**src/rtl/fm_peak_detector.sv**
```systemverilog
// Windowed peak-magnitude detector for demodulated FM audio feeding the SPI slave.
// Define FM_PEAK_OVERRUN_CNT_EN to add the saturating overrun_cnt output.
module fm_peak_detector #(
  parameter int SAMPLE_W = 12,
  parameter int WIN_LEN  = 256,
  parameter int THRESH   = 64
) (
  input  logic                       clk,
  input  logic                       rst,
  input  logic signed [SAMPLE_W-1:0] sample,
  input  logic                       sample_valid,
  input  logic                       byte_received,
  output logic                       pk_dtc_flag,
  output logic [7:0]                 data_8bit,
  output logic                       win_done
`ifdef FM_PEAK_OVERRUN_CNT_EN
  ,
  output logic [7:0]                 overrun_cnt
`endif
);

  localparam int MW = SAMPLE_W - 1;
  localparam int CW = $clog2(WIN_LEN + 1);
  localparam logic [CW-1:0] LAST = CW'(WIN_LEN - 1);
  localparam logic [7:0] THR = 8'(THRESH);

  typedef enum logic {
    ARMED   = 1'b0,
    PENDING = 1'b1
  } state_t;

  state_t state;
  state_t state_n;

  logic [CW-1:0]       cnt;
  logic [MW-1:0]       peak;
  logic [SAMPLE_W-1:0] neg;
  logic [MW-1:0]       mag;
  logic [MW-1:0]       final_peak;
  logic [7:0]          pbyte;
  logic                hit;
  logic                win_end;
  logic                load;

  assign neg = '0 - sample;

  // Only the most negative input still has its sign bit set after negation.
  always_comb begin
    mag = sample[MW-1:0];
    if (sample[SAMPLE_W-1]) begin
      if (neg[SAMPLE_W-1]) mag = '1;
      else                 mag = neg[MW-1:0];
    end
  end

  assign final_peak = (mag > peak) ? mag : peak;
  assign pbyte      = final_peak[MW-1 -: 8];
  assign hit        = (pbyte >= THR);
  assign win_end    = sample_valid && (cnt == LAST);

  always_ff @(posedge clk) begin
    if (rst) begin
      cnt      <= '0;
      peak     <= '0;
      win_done <= 1'b0;
    end else begin
      win_done <= win_end;
      if (sample_valid) begin
        if (win_end) begin
          cnt  <= '0;
          peak <= '0;
        end else begin
          cnt  <= cnt + CW'(1);
          peak <= final_peak;
        end
      end
    end
  end

  always_comb begin
    state_n = state;
    load    = 1'b0;
    unique case (state)
      ARMED: begin
        if (win_end && hit) begin
          load    = 1'b1;
          state_n = PENDING;
        end
      end
      PENDING: begin
        if (win_end && hit) begin
          load = 1'b1;
        end else if (byte_received) begin
          state_n = ARMED;
        end
      end
      default: state_n = ARMED;
    endcase
  end

  always_ff @(posedge clk) begin
    if (rst) begin
      state     <= ARMED;
      data_8bit <= '0;
    end else begin
      state <= state_n;
      if (load) data_8bit <= pbyte;
    end
  end

  assign pk_dtc_flag = (state == PENDING);

`ifdef FM_PEAK_OVERRUN_CNT_EN
  logic overrun;

  // A same-edge acknowledge means the old byte was consumed: not an overrun.
  assign overrun = (state == PENDING) && win_end && hit && !byte_received;

  always_ff @(posedge clk) begin
    if (rst) begin
      overrun_cnt <= '0;
    end else if (overrun && (overrun_cnt != 8'hFF)) begin
      overrun_cnt <= overrun_cnt + 8'd1;
    end
  end
`else
  // Overrun tracking not built.
`endif

endmodule

```
**config.mk**
```make
export PLATFORM = sky130hd
export DESIGN_NAME = fm_peak_detector
export DESIGN_NICKNAME = d
export VERILOG_FILES = /design/src/rtl/fm_peak_detector.sv
export SDC_FILE = /design/constraint.sdc
export NUM_CORES = 1
export LEC_CHECK = 0
export CAP_MARGIN = 20
export CORE_UTILIZATION = 59
export DETAILED_ROUTE_END_ITERATION = 10
export GPL_ROUTABILITY_DRIVEN = 0
export MAX_ROUTING_LAYER = met4
export PLACE_DENSITY = 0.91
export SETUP_SLACK_MARGIN = 0.3
export SYNTH_ARGS = -nofsm -noshare
export SYNTH_HDL_FRONTEND = slang
export SYNTH_SLANG_ARGS = --single-unit
```
**constraint.sdc**
```tcl
create_clock -name clk -period 11.76 [get_ports clk]
set_input_delay 2.352 -clock clk [delete_from_list [all_inputs] [get_ports clk]]
set_output_delay 2.352 -clock clk [all_outputs]
set_load 0.02 [all_outputs]
```
==> summary.md <==
| Metric | Value |
|---|---|
| Status | finished clean |
| Yosys reg bits | 30 |
| Std-Cell Rows | 20 |
| Fin Setup TNS | 0 ns |
| Drt drc | 0 |
| Post-synth top area cell | dfxtp_1 |
| Cts bufs inserted | 5 |
| Proportion of netlist area held by the largest area contributor | 0.319 |
| GRT Resource Usage Total | 0.272 |
| CP max-delay cell | nor3_1 |
| Slew margin rel. | 0.409 |
| Final nets | between 200 and 300 |
| Final setup fails | 0 |
| Layout area overhead | 16.3% |
| Net Count, Synth | 260 |
| Worst-path clk slew | roughly 0.10 ns |
| CP Class | in -> reg |
| Post-synth EDFFs | 0 |
| Final Cell Area | roughly 2200 um^2 |
| Inst Count DP | roughly 290 |
| # clock sinks | 30 |
| Synth Flop Type | dfxtp_1 |
| Via count | between 1500 and 2000 |
| Cell mode on critical path | nor2_1 |
| Cell Area, Placed | ~2100 um^2 |
| Reg area | 601 um^2 |
| CP max stage delay | ~0.63 ns |
| Final wirelength | approximately 4000 um |
| Mean Syn Cell Area | between 8 and 9 um^2 |
| Die Wd | between 50 and 60 um |
| Starting density of the core | 0.621 |
| Req. time, crit path | approximately 12 ns |
| Clock Skew | 0.00948 ns |
| Post-synthesis sequential area ratio | 0.319 |
| Wire per inst | ~13 um |
| CP Cell Sequence | clkdlybuf4s50_1, nor3_1, nand4_1, nand2_1, mux2_2, ha_1, a211oi_1, o21bai_1, a2111oi_0, nor2_1, o21ai_2, a22oi_1, nor2_1 |
| Min Tclk post-route | roughly 6.2 ns |
| Number of DRC markers in iteration 0 | 64 |
| RSZ-0062 raised after global routing | no |
| CTS Root Cell | clkbuf_4 |
| Multi-input gate area | between 1000 and 1500 um^2 |
| CTS Hold Bufs | 0 |
| Post-Synth Simple-Gate Area | 0.211 |
| Buffers & Inverters on Critical Path | 1 |
| Die area | roughly 3400 um^2 |
| Clk_lat worst skew | ~0.32 ns |
| Fraction of registers with async set/reset | 0 |
| Highest Clock Rate | roughly 160 MHz |
| Post-Syn Area | around 1900 um^2 |
| Vias in the first global route | 1749 |
| Pwr Density | roughly 110 nW/um^2 |
| # diodes | 0 |
| Core area | approximately 3000 um^2 |
| Detailed Place HPWL | 2960 um |
| PortBufs | 25 |
| Area contributors post-synth | dfxtp_1 32%, ha_1 9.3%, nor2_1 6.4% |
| Layout Cells excl Fill | 299 |
| Fin. Hold Viols | 0 |
| Data arrival, critical path | 6.45 ns |
| Compound-cell area share of the yosys netlist | 0.233 |
| CTS H-tree depth | 2 |
| Post-Syn Instances | 230 |
| Crit-path max FO | 13 |
| GR Overflow Total | 0 |
| CP delay by family, top | simple AND/OR/NAND/NOR gates |
| YS warnings | 0 |
| Antenna violations before repair | 0 |
| Final Cycle Share | 0.528 |
| First-pass GRT wire length | between 7000 and 8000 um |
| Crit start category | input pin |
| Count of cell types in the netlist | 55 |
| Largest net degree at the start of global routing | 21 |
| Clk buf depth | 2 |
| Leak | ~0.84 nW |
| Share of layout cells above drive strength 1 | 0.0588 |
| Vias per inst | about 5.8 |
| Multiplexer area fraction after synthesis | 0.0386 |
| Fillers | between 200 and 250 |
| Post-synthesis adder-cell area fraction | 0.0931 |
| Largest family of logic cells by synthesized area | compound AO/OA/AOI/OAI gates |
| Ports placed on the boundary | 26 |
| Max-Cap Viols | 0 |
| Tightest Hold Check Type | reg -> reg |
| Slew Limit Fails | 0 |
| Max rail drop VDD | around 0.000060 V |
| Post-route ant nets | 0 |
| Number of setup buffers added after CTS | 0 |
| CP Capture Type | register |
| Drt pass-1 iters | 4 |
| Post-Synth XOR/XNOR Area | 0.0372 |
| CTS tree | built |
| Chip height | between 50 and 60 um |
| Post-CTS resize count | 0 |
| Slew @ Worst Pin | just under 0.9 ns |
==> cells in the mapped netlist, types with 4 or more instances <==
| library cell | n |
|---|---|
| a21oi_1 | 9 |
| a22oi_1 | 7 |
| dfxtp_1 | 30 |
| ha_1 | 14 |
| inv_1 | 18 |
| mux2i_1 | 5 |
| nand2_1 | 24 |
| nand4_1 | 5 |
| nor2_1 | 32 |
| o21ai_0 | 10 |
| o21ai_1 | 4 |
| or3_1 | 4 |
| xor2_1 | 6 |
==> cells by family after synthesis <==
family          after synthesis
simple gates                 85
compound gates               60
flops                        30
buf+inv                      26
fa+ha+maj                    14
xor+xnor                      8
mux                           7
==> cell type report <==
type                    instances  area share
clock buffers                   7      0.0252
clock inverters                 1     0.00229
inverters                      18      0.0309
multi-input cells             174       0.528
flip-flops and latches         30       0.274
well taps                      44      0.0252
repair buffers                 25       0.114
==> power by group <==
part	total, mW	switching, mW	internal (mW)
Combinational	0.0627	0.0366	0.0262
Clock	0.0638	0.0348	0.0290
Sequential	0.109	0.00264	0.106
Total	0.235	0.0740	0.161
==> final timing paths <==
path / start / cells after the start / slack, ns / endpoint
min reg2reg: data_8bit[2] / 2 / 0.45 / data_8bit[2]
max: sample[2] / 13 / 5.55 / peak[1]
max reg2reg: peak[8] / 9 / 9.06 / peak[1]
min: data_8bit[2] / 2 / 0.45 / data_8bit[2]
==> routing by layer <==
layer	global-route usage	part of all wire
met3	0.0484	0.041
met1	0.309	0.44
met5	-	0
met4	0.129	0.025
met2	0.465	0.50
==> through the flow <==
step	util	hold slack, ns	setup slack [ns]	power [mW]
floorplan	-	0.460	6.26	0.158
global placement	0.703	0.441	5.38	0.172
detailed placement	0.703	0.443	5.28	0.173
CTS	0.723	0.457	5.63	0.236
global route	0.723	0.475	5.12	0.250
finish	0.723	0.452	5.55	0.235
==> worst register-to-register path: stages (launching register included) <==
cell       delay, ns
dfxtp_1         0.32
inv_1           0.06
ha_1            0.33
a211oi_1        0.30
o21bai_1        0.13
a2111oi_0       0.46
nor2_1          0.34
o21ai_2         0.43
a22oi_1         0.16
nor2_1          0.10
==> state kept, by name, summed over array words and instances (netlist names) <==
register,cells
peak,11
cnt,9
data_8bit,8
pk_dtc_flag,1
win_done,1
==> cell usage in the layout (no fill, tap or decap), types with 2 or more instances in the layout <==
cell type        synthesis  final
a211oi_1                 2      2
a21o_1                   3      3
a21oi_1                  9      9
a22oi_1                  7      7
a2bb2oi_1                2      2
and2_1                   2      2
and3_1                   2      2
clkbuf_4                 0      5
clkdlybuf4s50_1          0     25
dfxtp_1                 30     30
ha_1                    14     14
inv_1                   18     18
mux2_2                   2      2
mux2i_1                  5      5
nand2_1                 24     24
nand2b_1                 2      2
nand3_1                  3      3
nand4_1                  5      5
nor2_1                  32     32
nor2b_1                  2      2
nor3_1                   3      3
o2111ai_1                3      3
o21ai_0                 10     10
o21ai_1                  4      4
o21bai_1                 2      2
or3_1                    4      4
xnor2_1                  2      2
xor2_1                   6      6
(Power assumes the default switching activity.)
